===== config.mk =====
export PLATFORM = sky130hd
export DESIGN_NAME = mul_div_seq
export DESIGN_NICKNAME = d
export VERILOG_FILES = /design/src/rtl/mdm_pkg.sv /design/src/rtl/mdm_step.sv /design/src/rtl/mul_div_seq.sv
export SDC_FILE = /design/constraint.sdc
export NUM_CORES = 1
export LEC_CHECK = 0
export ABC_AREA = 1
export CAP_MARGIN = 20
export CORE_ASPECT_RATIO = 1.4
export CORE_MARGIN = 2
export CORE_UTILIZATION = 60
export DETAILED_ROUTE_END_ITERATION = 10
export PLACE_DENSITY = 0.8
export SKIP_CTS_REPAIR_TIMING = 1
export SLEW_MARGIN = 10
export SYNTH_ARGS = -nofsm -noshare
export SYNTH_HDL_FRONTEND = slang
export SYNTH_SLANG_ARGS = --single-unit

===== constraint.sdc =====
create_clock -name t -period 7.5 [get_ports t]
set_clock_uncertainty 0.05 [all_clocks]
set_input_delay 1.5 -clock t [delete_from_list [all_inputs] [get_ports t]]
set_output_delay 1.5 -clock t [all_outputs]
set_load 0.005 [all_outputs]

===== src/rtl/mdm_pkg.sv =====
// Shared encodings for the sequential multiply / divide / modulus unit.
package mdm_pkg;

    localparam logic [1:0] OP_MUL = 2'b00;
    localparam logic [1:0] OP_DIV = 2'b01;
    localparam logic [1:0] OP_MOD = 2'b10;
    // 2'b11 is reserved and executes exactly like OP_MUL.

    typedef enum logic [1:0] {
        S_IDLE,
        S_RUN,
        S_DONE
    } state_t;

    // True for the operations that use the restoring-division datapath.
    function automatic logic is_divide(input logic [1:0] op);
        return (op == OP_DIV) || (op == OP_MOD);
    endfunction

endpackage


===== src/rtl/mdm_step.sv =====
// One iteration of the shared datapath: shift-add for multiply,
// compare-subtract-shift for restoring division.
module mdm_step #(
    parameter int W = 20
) (
    input  logic         div_i,   // 1: division step, 0: multiply step
    input  logic [W:0]   hi_i,    // accumulator high half / partial remainder
    input  logic [W-1:0] lo_i,    // accumulator low half / dividend-quotient
    input  logic [W-1:0] b_i,     // multiplier-addend or divisor
    output logic [W:0]   hi_o,
    output logic [W-1:0] lo_o
);

    logic [W:0] sum;      // acc_hi + b with carry out
    logic [W:0] shifted;  // remainder after bringing down the next dividend bit
    logic [W:0] diff;
    logic       ge;

    // Compute both candidate steps and select by mode.
    always_comb begin
        // NOTE: every output of a combinational block gets a value on every
        // path (here up front), otherwise synthesis infers a latch.
        hi_o    = '0;
        lo_o    = '0;
        sum     = hi_i + (lo_i[0] ? {1'b0, b_i} : '0);
        shifted = {hi_i[W-1:0], lo_i[W-1]};
        ge      = (shifted >= {1'b0, b_i});
        diff    = shifted - {1'b0, b_i};
        if (div_i) begin
            // Restored remainder is always < b, so hi_o[W] ends up 0.
            hi_o = ge ? diff : shifted;
            lo_o = {lo_i[W-2:0], ge};
        end else begin
            // Shift {carry, acc_hi, acc_lo} right by one.
            hi_o = {1'b0, sum[W:1]};
            lo_o = {sum[0], lo_i[W-1:1]};
        end
    end

endmodule


===== src/rtl/mul_div_seq.sv =====
// Sequential unsigned multiply / divide / modulus, one bit per clock,
// handshaked with go/rdy and a one-cycle done pulse. Results are held.
module mul_div_seq
    import mdm_pkg::*;
#(
    parameter int W  = 20,
    parameter int CW = $clog2(W)   // derived; do not override
) (
    input  logic         t,      // clock
    input  logic         c,      // synchronous active-high reset
    input  logic         go,
    input  logic [1:0]   op,
    input  logic [W-1:0] a,
    input  logic [W-1:0] b,
    output logic         rdy,
    output logic         done,
    output logic [W-1:0] hi,
    output logic [W-1:0] lo,
    output logic         dz
);

    state_t        state_q, state_d;
    logic [CW-1:0] cnt_q, cnt_d;
    logic [1:0]    op_q, op_d;
    logic [W-1:0]  b_q, b_d;
    // acc_hi is one bit wider so the division compare sees the bit shifted out.
    logic [W:0]    acc_hi_q, acc_hi_d;
    logic [W-1:0]  acc_lo_q, acc_lo_d;
    logic [W-1:0]  hi_q, hi_d;
    logic [W-1:0]  lo_q, lo_d;
    logic          dz_q, dz_d;

    logic [W:0]    step_hi;
    logic [W-1:0]  step_lo;
    logic          div_mode;

    assign div_mode = is_divide(op_q);

    mdm_step #(.W(W)) u_step (
        .div_i (div_mode),
        .hi_i  (acc_hi_q),
        .lo_i  (acc_lo_q),
        .b_i   (b_q),
        .hi_o  (step_hi),
        .lo_o  (step_lo)
    );

    assign rdy  = (state_q != S_RUN);
    assign done = (state_q == S_DONE);
    assign hi   = hi_q;
    assign lo   = lo_q;
    assign dz   = dz_q;

    // Next-state logic: accept, iterate, and capture results on the last step.
    always_comb begin
        state_d  = state_q;
        cnt_d    = cnt_q;
        op_d     = op_q;
        b_d      = b_q;
        acc_hi_d = acc_hi_q;
        acc_lo_d = acc_lo_q;
        hi_d     = hi_q;
        lo_d     = lo_q;
        dz_d     = dz_q;
        case (state_q)
            S_IDLE, S_DONE: begin
                if (go) begin
                    op_d     = op;
                    b_d      = b;
                    acc_hi_d = '0;
                    acc_lo_d = a;
                    cnt_d    = CW'(W - 1);
                    state_d  = S_RUN;
                end else if (state_q == S_DONE) begin
                    state_d = S_IDLE;
                end
            end
            S_RUN: begin
                acc_hi_d = step_hi;
                acc_lo_d = step_lo;
                if (cnt_q == '0) begin
                    state_d = S_DONE;
                    dz_d    = div_mode && (b_q == '0);
                    if (op_q == OP_MOD) begin
                        hi_d = '0;
                        lo_d = step_hi[W-1:0];
                    end else begin
                        // mul: product halves; div: remainder / quotient.
                        hi_d = step_hi[W-1:0];
                        lo_d = step_lo;
                    end
                end else begin
                    cnt_d = cnt_q - 1'b1;
                end
            end
            default: state_d = S_IDLE;
        endcase
    end

    // State and datapath registers; reset clears everything and aborts a run.
    always_ff @(posedge t) begin
        // NOTE: registers are written with <= so every flop samples the values
        // from before this edge, independent of statement order.
        if (c) begin
            state_q  <= S_IDLE;
            cnt_q    <= '0;
            op_q     <= '0;
            b_q      <= '0;
            acc_hi_q <= '0;
            acc_lo_q <= '0;
            hi_q     <= '0;
            lo_q     <= '0;
            dz_q     <= 1'b0;
        end else begin
            state_q  <= state_d;
            cnt_q    <= cnt_d;
            op_q     <= op_d;
            b_q      <= b_d;
            acc_hi_q <= acc_hi_d;
            acc_lo_q <= acc_lo_d;
            hi_q     <= hi_d;
            lo_q     <= lo_d;
            dz_q     <= dz_d;
        end
    end

endmodule


Word level (Yosys, flattened, before mapping) --
Cells that the tools add are included.
Storage, ports and cells: bits in registers 111, bits in latches 0, memory bits (writable) 0, ROM bits 0, bits of input ports 45, word-level logic and storage cells 51, memories kept 0
Cells by class: add/sub/neg operators 3, multipliers 0, divide/modulo/power cells 0, $lt $le $gt $ge 1, equal/unequal tests 9, shifts and indexed selects 0, muxes and demuxes 17, bitwise operators 0, reduce and logical (&&, ||, !) cells 12
Operators by type and width (count):
- 20-bit two-way mux | 5
- 21-bit two-way mux | 3
- 21-bit one-hot mux with 2 select lines | 1
- 20-bit one-hot mux with 2 select lines | 1
- 21-bit adder | 1
- 21-bit by 20-bit greater-or-equal comparator with 1-bit output | 1
- 21-bit by 20-bit subtractor with 21-bit output | 1
- 20-bit logical NOT | 1
- 5-bit two-way mux | 2
- 5-bit one-hot mux with 2 select lines | 1
- 2-bit AND reduction | 4
- 2-bit two-way mux | 3
- 2-bit != test, second input constant | 3
- 5-bit logical NOT | 1
- 5-bit by 1-bit subtractor with 5-bit output, second input constant | 1
- 2-bit by 1-bit == test with 1-bit output, second input constant | 2
- 2-bit == test, second input constant | 2
- 2-bit one-hot mux with 2 select lines | 1
- 3-bit != test, second input constant | 1
- 3-bit AND reduction | 1
- 2-bit logical NOT | 1
- 2-bit by 1-bit != test with 1-bit output, second input constant | 1
- 2-bit nonzero test | 1
- 2-bit OR reduction | 1
- other kinds (2) | 2

Longest topological paths before layout --
Gate-level depths: netlist of the first run.
word-level depth 4, depth in mapped cells 18, mapped depth without buffers 17

By module --
A second synthesis of the first run with hierarchy kept.
Second synthesis, totals: cells, all modules 1324, area total of the unflattened synthesis 8197.9 um2
By module, submodules not included:
- mul_div_seq | instances 1, cells an instance 612, area each 4578.1 um2, sequential area each 2222.1 um2
- mdm_step | instances 1, cells an instance 712, area each 3619.7 um2, sequential area each 0.0 um2

Worst setup path before layout of the first run --
Ideal clock, no wire load.
path type in2reg, start point input go, end point register cnt_q[4], library setup time 0.070 ns, arrival 2.506 ns, required time 7.380 ns, slack 4.874 ns, stages on the path 9, buffers on the path 0, cell sequence nand2_1 > clkinv_1 > o21ai_1 > inv_1 > nand2_1 > inv_1 > nand2_1 > o21ai_0 > a21oi_1
Between the ends: longest elaborated chain between the ends 2
Ends and longest elaborated chain:
- start: declaration | line mul_div_seq.sv:11 | input logic go,
- 2-bit != test (no source line)
- 3-bit AND reduction (no source line)
- end signal: assignment | line mul_div_seq.sv:116 | cnt_q <= cnt_d;
- end: declaration | line mul_div_seq.sv:23 | logic [CW-1:0] cnt_q, cnt_d;
No other way between the ends. A chain may end at the register's enable or synchronous reset.

Worst setup path after layout of the first run --
start point register state_q[0], end point output rdy
Between the ends: longest elaborated chain between the ends 1
Ends and longest elaborated chain:
- start: declaration | line mul_div_seq.sv:22 | state_t state_q, state_d;
- start signal: assignment | line mul_div_seq.sv:115 | state_q <= state_d;
- 2-bit by 1-bit != test with 1-bit output | line mul_div_seq.sv:48 | assign rdy = (state_q != S_RUN);
- end: declaration | line mul_div_seq.sv:15 | output logic rdy,
No other way between the ends.

==> out/qor.yml, run 1 <==
detailed_routing:
  wl_met3_mm: 1.23
  viasPerCell: 5.80
  drc_errors: 0
  post_drt_wl_per_cell_um: 16.4
  dr.pass1.iters: 5
  antenna_left: 0
  wl_met1_mm: 9.79
  initialDrtViolationCount: 632
  wirelength_mm: 23.7
  routed.top_layer: "met4"
  num_vias: 8392
  wl_met2_mm: 11.8
timing:
  fin_ws_ns: 3.90
  post-route-min-period_ns: 3.60
  finalHoldViolCount: 0
  slew_viol_final: 0
  tightest_slew_ns: 0.896
  slew_headroom_pct: 40.1
  max_clock_freq_mhz: 278
  fin_setup_tns_ns: 0
  finalSetupViolCount: 0
  min_period_over_period_pct: 48.0
  rsz0062_at_grt: "false"
setup_path:
  required_ns: 5.95
  startpoint_type: "flop"
  crit_start: "state_q[0]$_SDFFE_PP0P_"
  worst_setup_path_end_kind: "output port"
  regToRegStartpoint: "acc_lo_q[0]$_SDFFE_PP0P_"
  r2r_cells: 16
  r2r_slack_ns: 4.02
  reg2reg_to: "lo[15]$_SDFFE_PP0P_"
  critical_path_class: "reg2out"
  endpoint: "rdy"
  cp_max_fo: 38
  arrival_ns: 2.05
floorplan:
  die_w_um: 101
  pin_count: 88
  die_h_um: 140
  rows: 49
  start_util_pct: 61.4
  die_area_mm2: 0.0141
  core_region_area_mm2: 0.0129
place:
  dp_slack_ns: 3.61
  routabilityCongestion: 0.982
  dp_hpwl_mm: 18.0
  dp.cells: 1430
  port_buffers: 87
min_path:
  min_path_type: "reg2reg"
final_layout:
  fin_cells: 1446
  diodes: 0
  syn_to_final_growth_pct: 15.1
  drive_gt1_share_pct: 6.26
  nets: 1378
  final_cell_mix: "nand2_1, inv_1, a21oi_1, nand3_1, dfxtp_1"
  utilization_pct: 70.6
  final_common_cell: "nand2_1"
global_route:
  grt_max_degree: 72
  grt-ovfl-total: 0
  antenna_found_initial: 0
  grt_pass1_wl_mm: 38.7
  grt_util_all_layers_pct: 34.0
  grt_pass1_vias: 8018
logic_synthesis:
  synth-main-ff-cell: "dfxtp_1"
  syn_inst: 1231
  synth-edff-count: 0
  async_flop_share_pct: 0
  synth_seq_cells: 111
  synth.avg_cell_area_um2: 6.42
  synth_seq_area_share_pct: 28.1
  syn-cell-area_mm2: 0.00790
  syn_nets: 1321
  synthDistinctLibCells: 41
  yosysWarnings: 0
outcome:
  status: "finished clean"
clocking:
  numCtsBuffers: 9
  clkSlewWorstSetupHoldPaths_ns: 0.09
  clk_latency_ns: 0.36
  clockRootBuffer: "clkbuf_16"
  cts_tree: "built"
  clock-sinks: 111
  clk_path_buf_depth: 2
  cts.htree.levels: 3
power_and_ir_drop:
  total_power_mw: 2.04
  leakage_nw: 4.08
  powerDensity_mw_per_mm2: 224
  peakVddDrop_mv: 0.135
flow_run:
  drv_cap: 0
power by group:
group          internal (mW)  switching [mW]  leakage, nW
registers              0.647          0.0525        0.906
logic                  0.283           0.573         3.03
clock network          0.237           0.249        0.148
worst max-delay path, cell delays in order (launching register included):
cell and delay, ns:
dfxtp_1 0.36, inv_1 0.07, nor2_2 0.07, buf_4 0.40, inv_2 0.25, clkdlybuf4s50_1 0.51
per-stage QoR:
stage | hold WS [ns] | area (um2)
final | 0.416 | 9090
after CTS | 0.419 | 9090
after detailed placement | 0.406 | 8790
after floorplan | 0.385 | 7900
after global routing | 0.436 | 9090
after global placement | 0.403 | 8790
sequential cells by signal (all words and copies together) (netlist names):
register	cells
state_q	2
acc_lo_q	20
op_q	2
dz	1
lo	20
acc_hi_q	21
hi	20
b_q	20
cnt_q	5
layer usage:
layer  GRT usage (%)  vias up
li1                -     4156
met1            43.2     3832
met2            58.1      345
met3            3.11       59
met4            14.9        0
met5               0        -
synthesized netlist by cell type (5+ instances only):
library cell,count,share of area (%)
inv_1,175,8.3
a22o_1,15,1.7
nand4_1,13,1.0
nand2_2,7,0.55
clkbuf_1,31,1.5
xnor2_1,5,0.55
dfxtp_1,111,28
nand2_1,316,15
buf_2,12,0.76
nand3_1,115,7.3
a21oi_1,121,7.7
a22oi_1,9,0.85
o211ai_1,5,0.48
buf_6,5,0.71
inv_2,5,0.24
nand3b_1,8,0.76
xor2_1,10,1.1
nor2_1,59,2.8
nor3_1,14,0.89
o21ai_0,77,4.9
nand3_2,30,3.8
o21a_1,7,0.66
ha_1,43,6.8
cells by family after synthesis:
| kind of cell | Yosys count | share of synthesized area, % |
|---|---|---|
| buffers and inverters | 234 | 11.8 |
| adder cells (fa/ha/maj) | 45 | 7.31 |
| flip-flops | 111 | 28.1 |
| AO/OA/AOI/OAI | 251 | 17.7 |
| XOR/XNOR | 15 | 1.66 |
| AND/OR/NAND/NOR | 575 | 33.4 |
worst min path at each step:
stage | slack [ns] | endpoint | depth (start not counted) | start
after detailed placement | 0.41 | hi[13]$_SDFFE_PP0P_ | 2 | hi[13]$_SDFFE_PP0P_
after CTS | 0.42 | hi[13]$_SDFFE_PP0P_ | 2 | hi[13]$_SDFFE_PP0P_
after floorplan | 0.39 | op_q[0]$_SDFFE_PP0P_ | 2 | op_q[0]$_SDFFE_PP0P_
final | 0.42 | hi[13]$_SDFFE_PP0P_ | 2 | hi[13]$_SDFFE_PP0P_
after global placement | 0.40 | cnt_q[0]$_SDFFE_PP0P_ | 2 | cnt_q[0]$_SDFFE_PP0P_
after global routing | 0.44 | hi[15]$_SDFFE_PP0P_ | 2 | hi[15]$_SDFFE_PP0P_
final cells by class:
class                   count  area, um2
multi-input cells         886       4750
fillers                  1177       3780
flip-flops and latches    111       2220
repair buffers             98        948
inverters                 182        683
clock buffers               9        225
well taps                 153        191
clock inverters             7       75.1
(Power assumes the default switching activity.)
==> run 2, diff against run 1 <==
- CORE_UTILIZATION: 60 -> 52
- PLACE_DENSITY: 0.8 -> 0.74
- clock period: 7.5 -> 3 ns (I/O delays scaled with it)
==> out/qor.yml, run 2 (same netlist as run 1, synthesis figures left out) <==
detailed_routing:
  drc_errors: 0  # unchanged
  dr.pass1.iters: 5  # unchanged
  num_vias: 8304  # was 8,392
  wirelength_mm: 25.3  # was 23.7 mm
  antenna_left: 0  # unchanged
  viasPerCell: 5.55  # was 5.80
  post_drt_wl_per_cell_um: 16.9  # was 16.4 um
  initialDrtViolationCount: 580  # was 632
clocking:
  clkSlewWorstSetupHoldPaths_ns: 0.09  # about the same
  clock-sinks: 111  # unchanged
  cts_tree: "built"  # unchanged
  cts.htree.levels: 3  # unchanged
  clockRootBuffer: "clkbuf_16"  # unchanged
  numCtsBuffers: 9  # unchanged
  clk_latency_ns: 0.36  # about the same
  clk_path_buf_depth: 2  # unchanged
setup_path:
  critical_path_class: "reg2reg"  # was reg2out
  critical-path-max-stage-delay_ns: 0.43  # was 0.51 ns
  cp_common_cell: "nand2_1"
  required_ns: 3.16  # was 5.95 ns
  startpoint_type: "flop"  # unchanged
  cp_cell_sequence: "nand2_1 -> inv_1 -> ha_1 -> inv_1 -> fa_1 -> inv_1 -> nand2_1 -> o21ai_1 -> inv_1 -> o21bai_1 -> nand2_1 -> nand2_1 -> nand2_1 -> nand3_1 -> nand2_1 -> nand2_1 -> a21oi_1"  # was inv_1 -> nor2_2 -> buf_4 -> inv_2 -> clkdlybuf4s50_1
  r2r_slack_ns: 0.37  # was 4.02 ns
  worst_setup_path_end_kind: "flop"  # was output port
  cpMaxStageDelayCell: "dfxtp_1"  # was clkdlybuf4s50_1
  cp_max_fo: 4  # was 38
  arrival_ns: 2.79  # was 2.05 ns
final_layout:
  drive_gt1_share_pct: 7.06  # was 6.26%
  nets: 1389  # was 1,378
  diodes: 0  # unchanged
  syn_to_final_growth_pct: 17.0  # was 15.1%
  final_common_cell: "nand2_1"  # unchanged
  final_cell_mix: "nand2_1, inv_1, a21oi_1, nand3_1, dfxtp_1"  # unchanged
  largest_register_ffs: 21  # unchanged
  final_area_mm2: 0.00925  # was 0.00909 mm2
  fin_cells: 1496  # was 1,446
  utilization_pct: 62.0  # was 70.6%
  regMostFlops: "acc_hi_q"  # unchanged
timing:
  timing.hold.ws_ns: 0.420  # was 0.416 ns
  rsz0062_at_grt: "false"  # unchanged
  finalHoldViolCount: 0  # unchanged
  max_clock_freq_mhz: 381
  min_period_over_period_pct: 87.6
  slew_viol_final: 0  # unchanged
  tightest_slew_ns: 0.742  # was 0.896 ns
  post-route-min-period_ns: 2.63
  fin_setup_tns_ns: 0  # unchanged
  finalSetupViolCount: 0  # unchanged
  fin_ws_ns: 0.372  # was 3.90 ns
  slew_headroom_pct: 50.0  # was 40.1%
place:
  dp_hpwl_mm: 19.3  # was 18.0 mm
  dp.cells: 1480  # was 1,430
  routabilityCongestion: 0.995  # was 0.982
  dp_slack_ns: 0.402  # was 3.61 ns
  placedInstanceArea_mm2: 0.00894  # was 0.00879 mm2
  port_buffers: 87  # unchanged
floorplan:
  die_h_um: 150  # was 140 um
  core_region_area_mm2: 0.0149  # was 0.0129 mm2
  pin_count: 88  # unchanged
  start_util_pct: 53.0  # was 61.4%
  rows: 53  # was 49
  die_w_um: 108  # was 101 um
  die_area_mm2: 0.0162  # was 0.0141 mm2
global_route:
  grt_util_all_layers_pct: 31.5  # was 34.0%
  grt_pass1_wl_mm: 39.9  # was 38.7 mm
  grt_pass1_vias: 7983  # was 8,018
  grt-ovfl-total: 0  # unchanged
  antenna_found_initial: 0  # unchanged
  grt_max_degree: 71  # was 72
power_and_ir_drop:
  total_power_mw: 5.25  # was 2.04 mW
  peakVddDrop_mv: 0.302  # was 0.135 mV
  leakage_nw: 4.14  # was 4.08 nW
  powerDensity_mw_per_mm2: 568  # was 224 mW/mm2
min_path:
  min_path_type: "reg2reg"  # unchanged
flow_run:
  drv_cap: 0  # unchanged
outcome:
  status: "finished clean"  # unchanged
==> run 2: power breakdown <==
part / leakage [nW] / internal [mW] / switching, mW
clock network: 0.143 / 0.665 / 0.627
registers: 0.906 / 1.62 / 0.112
logic: 3.09 / 0.736 / 1.50
==> run 2: layout make-up <==
type                            count  area (um2)
Sequential cell                   111        2220
Inverter                          182         683
Clock inverter                      6        76.3
Fill cell                        1492        5680
Clock buffer                       10         229
Tap cell                          192         240
Multi-Input combinational cell    886        4750
Timing Repair Buffer              109        1040
==> run 2: final timing paths <==
check                                    startpoint                        end  cells after the start
worst max-delay path            b_q[0]$_SDFFE_PP0P_  acc_hi_q[15]$_SDFFE_PP0P_                     17
worst min-delay path             hi[1]$_SDFFE_PP0P_         hi[1]$_SDFFE_PP0P_                      2
worst max register to register  b_q[0]$_SDFFE_PP0P_  acc_hi_q[15]$_SDFFE_PP0P_                     17
worst min register to register   hi[1]$_SDFFE_PP0P_         hi[1]$_SDFFE_PP0P_                      2
==> run 2: worst max-delay path, delay by kind of cell, from the launching register on <==
family,cells,cell delay (ns)
buffers and inverters,4,0.30
flip-flops,1,0.43
adder cells (fa/ha/maj),2,0.53
AO/OA/AOI/OAI,3,0.50
AND/OR/NAND/NOR,8,0.65
==> run 2: metal layers <==
layer,share of wire (%),global-route usage [%],vias to the layer above
met4,3.0,12.2,0
met1,44,39.3,3837
li1,-,-,4180
met5,0,0,-
met3,4.2,2.96,46
met2,49,55.5,241
==> run 3, diff against run 2 <==
- PLACE_DENSITY: 0.74 -> 0.73
- SYNTH_HIERARCHICAL: default -> 1
==> out/qor.yml, run 3 <==
logic_synthesis:
  synth_seq_area_share_pct: 27.1  # was 28.1%
  synth_most_common_cell: "nand2_1"  # unchanged
  synth.avg_cell_area_um2: 6.19  # was 6.42 um2
  syn_inst: 1324  # was 1,231
  synth_top_area_share_pct: 27.1  # was 28.1%
  synth_seq_cells: 111  # unchanged
  synth-edff-count: 0  # unchanged
  synth_top_area_cell: "dfxtp_1"  # unchanged
  syn-cell-area_mm2: 0.00820  # was 0.00790 mm2
  synth-main-ff-cell: "dfxtp_1"  # unchanged
  synth_area_leaders: "dfxtp_1, nand2_1, nor2_1, inv_1, ha_1"  # was dfxtp_1, nand2_1, inv_1, a21oi_1, nand3_1
  syn_nets: 1413  # was 1,321
  async_flop_share_pct: 0  # unchanged
  synthDistinctLibCells: 41  # unchanged
  synthTopCellsByCount: "nand2_1, nor2_1, inv_1"  # was nand2_1, inv_1, a21oi_1
  yosysWarnings: 6  # was 0
flow_run:
  drv_cap: 0  # unchanged
clocking:
  clock-sinks: 111  # unchanged
  clk_latency_ns: 0.37  # was 0.36 ns
  numCtsBuffers: 9  # unchanged
  clockRootBuffer: "clkbuf_16"  # unchanged
  cts.htree.levels: 3  # unchanged
  cts_tree: "built"  # unchanged
  clkSlewWorstSetupHoldPaths_ns: 0.08  # was 0.09 ns
  clk_path_buf_depth: 2  # unchanged
setup_path:
  regToRegStartpoint: "acc_lo_q[0]$_SDFFE_PP0P_"  # was b_q[0]$_SDFFE_PP0P_
  arrival_ns: 3.01  # was 2.79 ns
  cp_max_fo: 22  # was 4
  crit_start: "acc_lo_q[0]$_SDFFE_PP0P_"  # was b_q[0]$_SDFFE_PP0P_
  required_ns: 3.22  # was 3.16 ns
  worst_setup_path_end_kind: "flop"  # unchanged
  reg2reg_to: "lo[15]$_SDFFE_PP0P_"  # was acc_hi_q[15]$_SDFFE_PP0P_
  startpoint_type: "flop"  # unchanged
  r2r_slack_ns: 0.21  # was 0.37 ns
  endpoint: "lo[15]$_SDFFE_PP0P_"  # was acc_hi_q[15]$_SDFFE_PP0P_
  r2r_cells: 18  # was 17
  critical_path_class: "reg2reg"  # unchanged
global_route:
  grt_pass1_vias: 8381  # was 7,983
  grt-busiest-layer: "met2"  # unchanged
  use_met1_pct: 38.6  # was 39.3%
  grtUsageMet2_pct: 55.3  # was 55.5%
  antenna_found_initial: 0  # unchanged
  grt_util_all_layers_pct: 33.2  # was 31.5%
  grt_max_degree: 45  # was 71
  grt_pass1_wl_mm: 42.8  # was 39.9 mm
  grt-ovfl-total: 0  # unchanged
  grtUsageMet3_pct: 4.79  # was 2.96%
place:
  dp.cells: 1614  # was 1,480
  dp_hpwl_mm: 21.6  # was 19.3 mm
  routabilityCongestion: 1.02  # was 0.995
  port_buffers: 87  # unchanged
  dp_slack_ns: 0.169  # was 0.402 ns
  placedInstanceArea_mm2: 0.00948  # was 0.00894 mm2
outcome:
  status: "finished clean"  # unchanged
min_path:
  min_path_type: "reg2reg"  # unchanged
timing:
  slew_headroom_pct: 58.7  # was 50.0%
  fin_ws_ns: 0.206  # was 0.372 ns
  fin_setup_tns_ns: 0  # unchanged
  tightest_slew_ns: 0.619  # was 0.742 ns
  rsz0062_at_grt: "false"  # unchanged
  timing.hold.ws_ns: 0.411  # was 0.420 ns
  slew_viol_final: 0  # unchanged
  post-route-min-period_ns: 2.79  # was 2.63 ns
  min_period_over_period_pct: 93.1  # was 87.6%
  finalSetupViolCount: 0  # unchanged
  finalHoldViolCount: 0  # unchanged
  max_clock_freq_mhz: 358  # was 381 MHz
floorplan:
  die_area_mm2: 0.0168  # was 0.0162 mm2
  die_h_um: 153  # was 150 um
  die_w_um: 110  # was 108 um
  rows: 54  # was 53
  core_region_area_mm2: 0.0155  # was 0.0149 mm2
  start_util_pct: 52.8  # was 53.0%
  pin_count: 88  # unchanged
final_layout:
  final_area_mm2: 0.00979  # was 0.00925 mm2
  fin_cells: 1630  # was 1,496
  syn_to_final_growth_pct: 19.4  # was 17.0%
  diodes: 0  # unchanged
  drive_gt1_share_pct: 9.83  # was 7.06%
  regMostFlops: "acc_hi_q"  # unchanged
  final_common_cell: "nand2_1"  # unchanged
  nets: 1518  # was 1,389
  final_cell_mix: "nand2_1, nor2_1, inv_1, dfxtp_1, o21ai_0"  # was nand2_1, inv_1, a21oi_1, nand3_1, dfxtp_1
  largest_register_ffs: 21  # unchanged
detailed_routing:
  drc_errors: 0  # unchanged
  num_vias: 8707  # was 8,304
  viasPerCell: 5.34  # was 5.55
  initialDrtViolationCount: 612  # was 580
  wirelength_mm: 27.0  # was 25.3 mm
  dr.pass1.iters: 5  # unchanged
  post_drt_wl_per_cell_um: 16.6  # was 16.9 um
  antenna_left: 0  # unchanged
power_and_ir_drop:
  peakVddDrop_mv: 0.372  # was 0.302 mV
  leakage_nw: 4.67  # was 4.14 nW
  powerDensity_mw_per_mm2: 447  # was 568 mW/mm2
## run 3: through the flow
stage	utilization (%)	power, mW
after floorplan	-	2.70
after global placement	61.0	3.19
after detailed placement	61.0	3.19
after CTS	62.8	4.36
after global routing	63.0	4.63
final	63.0	4.37
## run 3: logic make-up (layout without fill, tap and decap cells)
family | after synthesis | in the layout | synth area share [%]
AO/OA/AOI/OAI | 190 | 190 | 11.8
buffers and inverters | 236 | 346 | 12.1
flip-flops | 111 | 111 | 27.1
multiplexers | 20 | 20 | 2.75
XOR/XNOR | 16 | 16 | 1.71
AND/OR/NAND/NOR | 707 | 707 | 37.6
adder cells (fa/ha/maj) | 44 | 44 | 6.90
## run 3: layout make-up
cell class / count / area [um2]
well taps: 196 / 245
fillers: 1581 / 5750
flip-flops and latches: 111 / 2220
inverters: 181 / 679
clock inverters: 6 / 52.6
clock buffers: 10 / 229
multi-input cells: 977 / 5010
repair buffers: 149 / 1350
## run 3: worst min path at each step
stage                              start                   end  cells past startpoint
floorplan           op_q[0]$_SDFFE_PP0P_  op_q[0]$_SDFFE_PP0P_                      2
global placement    op_q[0]$_SDFFE_PP0P_  op_q[0]$_SDFFE_PP0P_                      2
detailed placement  op_q[0]$_SDFFE_PP0P_  op_q[0]$_SDFFE_PP0P_                      2
CTS                 op_q[0]$_SDFFE_PP0P_  op_q[0]$_SDFFE_PP0P_                      2
global route        op_q[0]$_SDFFE_PP0P_  op_q[0]$_SDFFE_PP0P_                      2
finish              op_q[0]$_SDFFE_PP0P_  op_q[0]$_SDFFE_PP0P_                      2
## run 3: critical path, cell delays in order (launching register included)
cell	delay (ns)
dfxtp_1	0.34
buf_12	0.16
nand2_1	0.07
inv_1	0.04
ha_1	0.22
fa_2	0.39
nand3_1	0.12
nand2_2	0.10
nand2_1	0.08
nand2_1	0.11
nand2_1	0.09
nand2_1	0.10
nand2_1	0.12
nand3b_1	0.08
nand3_1	0.12
nand2_2	0.08
mux2_2	0.27
nor2_1	0.08
nor2_1	0.05
## run 3: power by group
| group | internal (mW) | total, mW | switching (mW) |
|---|---|---|---|
| Sequential | 1.58 | 1.67 | 0.0870 |
| Clock | 0.580 | 1.18 | 0.597 |
| Combinational | 0.590 | 1.53 | 0.936 |
| Total | 2.75 | 4.37 | 1.62 |
## run 3: metal layers
layer	vias up	routed length, um
met4	0	1910
met2	278	13200
met5	-	0
met3	84	1270
met1	3927	10700
li1	4418	-
==> RTL change: new RTL, settings of run 3 <==
`W` is set to 20 in 2 places; all go to 30.
--- a/src/rtl/mdm_step.sv
+++ b/src/rtl/mdm_step.sv
@@ -2,5 +2,5 @@
 // compare-subtract-shift for restoring division.
 module mdm_step #(
-    parameter int W = 20
+    parameter int W = 30
 ) (
     input  logic         div_i,   // 1: division step, 0: multiply step
--- a/src/rtl/mul_div_seq.sv
+++ b/src/rtl/mul_div_seq.sv
@@ -4,5 +4,5 @@
     import mdm_pkg::*;
 #(
-    parameter int W  = 20,
+    parameter int W  = 30,
     parameter int CW = $clog2(W)   // derived; do not override
 ) (
Ports: changed (resized a, b, hi and lo); port bits go from 88 to 128. The function was not compared with the original's and may differ.
==> RTL change against run 3 <==
Worst setup slack worse by 0.053 ns; global-route usage is 3.7 points higher; final area is 49% higher; sequential cell count is 50 higher; worst hold slack better by 0.0073 ns; synthesized area is 46% higher; sequential power is 46% higher; total power is 58% higher; count of clock-buffer cells in the layout is 13 higher; routed wire length is 69% higher; critical path type unchanged; critical endpoint is now hi[5]$_SDFFE_PP0P_; largest power group unchanged; highest routed layer unchanged.
==> RTL change: results (changes against run 3) <==
- The antenna diode count was 0 (unchanged).
- The maximum level of the CTS H-tree came to 4 (was 3).
- Worst path arrival time: 3.15 ns (was 3.01 ns)
* Placed insts: 2470 (was 1614)
- Average cell area after synthesis: 5.81 sq um (was 6.19 sq um)
- Standby leakage power: 7.02 nW (was 4.67 nW)
* Detailed placer's ending HPWL: 34500 um (was 21600 um)
* Via density per instance: 5.60 (was 5.34)
* Transition time at the pin with the least slew margin: 0.771 ns (was 0.619 ns)
- Cts bufs inserted: 17 (was 9)
- Worst IR drop on VDD: 0.000583 V (was 0.000372 V)
- Number of flip-flops in the largest register: 31 (was 21)
- The quantity of I/O buffers inserted on ports came to 127 (was 87).
- Worst hold slack across all endpoints: 0.418 ns (was 0.411 ns)
- The critical path's top delay family is simple AND/OR/NAND/NOR gates (unchanged).
- Via count of the first global-routing pass: 13400 (was 8381)
- The final RePlAce weighted congestion came to 1.01 (was 1.02).
- The net count after synthesis came to 2192 (was 1413).
- Cells taking the most area after synthesis: sky130_fd_sc_hd__dfxtp_1 27%, sky130_fd_sc_hd__nand2_1 20%, sky130_fd_sc_hd__nor2_1 9.1% (was sky130_fd_sc_hd__dfxtp_1 27%, sky130_fd_sc_hd__nand2_1 16%, sky130_fd_sc_hd__nor2_1 8.2%)
- Result of the run: finished, final reports clean (unchanged)
- The register area share after synthesis was 26.9% (was 27.1%).
- Post-detailed-placement cell area: 0.0138 sq mm (was 0.00948 sq mm)
- The total track usage came to 36.9% (was 33.2%).
- The setup slack of the critical path after layout was 0.153 ns (was 0.206 ns).
* Largest net degree at the start of global routing: 77 (was 45)
* Setup slack of the most critical reg-to-reg path: 0.15 ns (was 0.21 ns)
* Global-route wire length before repair: 70500 um (was 42800 um)
- Wire length per cell after detailed routing: 18.2 um (was 16.6 um)
- The detailed-route via count came to 14000 (was 8707).
- DRT iter0 DRCs: 1247 (was 612)
- The slowest cell on the critical path is sky130_fd_sc_hd__ha_2 (was sky130_fd_sc_hd__fa_2).
- The distinct cell type count of the synthesized netlist was 38 (was 41).
- Clk Latency, worst-skew pair: 0.44 ns (was 0.37 ns)
* Fraction of final layout cells with drive strength greater than 1: 8.09% (was 9.83%)
* Maximum fanout encountered on the critical timing path: 12 (was 22)
* Commonest cells in the synthesized netlist: 651 x sky130_fd_sc_hd__nand2_1, 291 x sky130_fd_sc_hd__nor2_1, 218 x sky130_fd_sc_hd__inv_1 (was 341 x sky130_fd_sc_hd__nand2_1, 178 x sky130_fd_sc_hd__nor2_1, 174 x sky130_fd_sc_hd__inv_1)
- The setup slack after placement is -0.260 ns (was 0.169 ns).
RTL change: area by class of cell:
type / instances / area, sq um
Tap cell: 301 / 377
Inverter: 228 / 856
Clock inverter: 8 / 128
Timing Repair Buffer: 191 / 1840
Clock buffer: 23 / 468
Sequential cell: 161 / 3240
Multi-Input combinational cell: 1590 / 7700
Fill cell: 2249 / 7990
RTL change: path summary, 6_finish.rpt:
check                       start                  to  cells past startpoint
max          b_q[17]$_SDFFE_PP0P_  hi[5]$_SDFFE_PP0P_                     15
min            hi[8]$_SDFFE_PP0P_  hi[8]$_SDFFE_PP0P_                      2
max reg2reg  b_q[17]$_SDFFE_PP0P_  hi[5]$_SDFFE_PP0P_                     15
min reg2reg    hi[8]$_SDFFE_PP0P_  hi[8]$_SDFFE_PP0P_                      2
RTL change: where the power goes:
| group | switching, mW | internal, mW |
|---|---|---|
| logic | 1.43 | 0.779 |
| clock network | 0.916 | 1.35 |
| registers | 0.126 | 2.30 |
RTL change: routing by layer:
layer / GRT usage (%) / up-vias / wire, um / share of wire [%]
li1: - / 6825 / - / -
met1: 44.6 / 6357 / 17900 / 39
met2: 63.6 / 698 / 21800 / 48
met3: 4.74 / 132 / 3380 / 7.4
met4: 20.0 / 0 / 2580 / 5.7
met5: 0 / - / 0 / 0
RTL change: worst register-to-register path, delay by kind of cell (launching register included):
kind | cells | cell delay (ns)
adder cells (fa/ha/maj) | 1 | 0.39
buffers and inverters | 4 | 0.60
AO/OA/AOI/OAI | 2 | 0.39
flip-flops | 1 | 0.34
AND/OR/NAND/NOR | 8 | 1.00
RTL change: cell families after synthesis:
logic type      share of synthesized area (%)
xor+xnor                                 1.68
fa+ha+maj                                6.81
simple gates                             41.1
flops                                    26.9
compound gates                           13.1
buf+inv                                  10.4
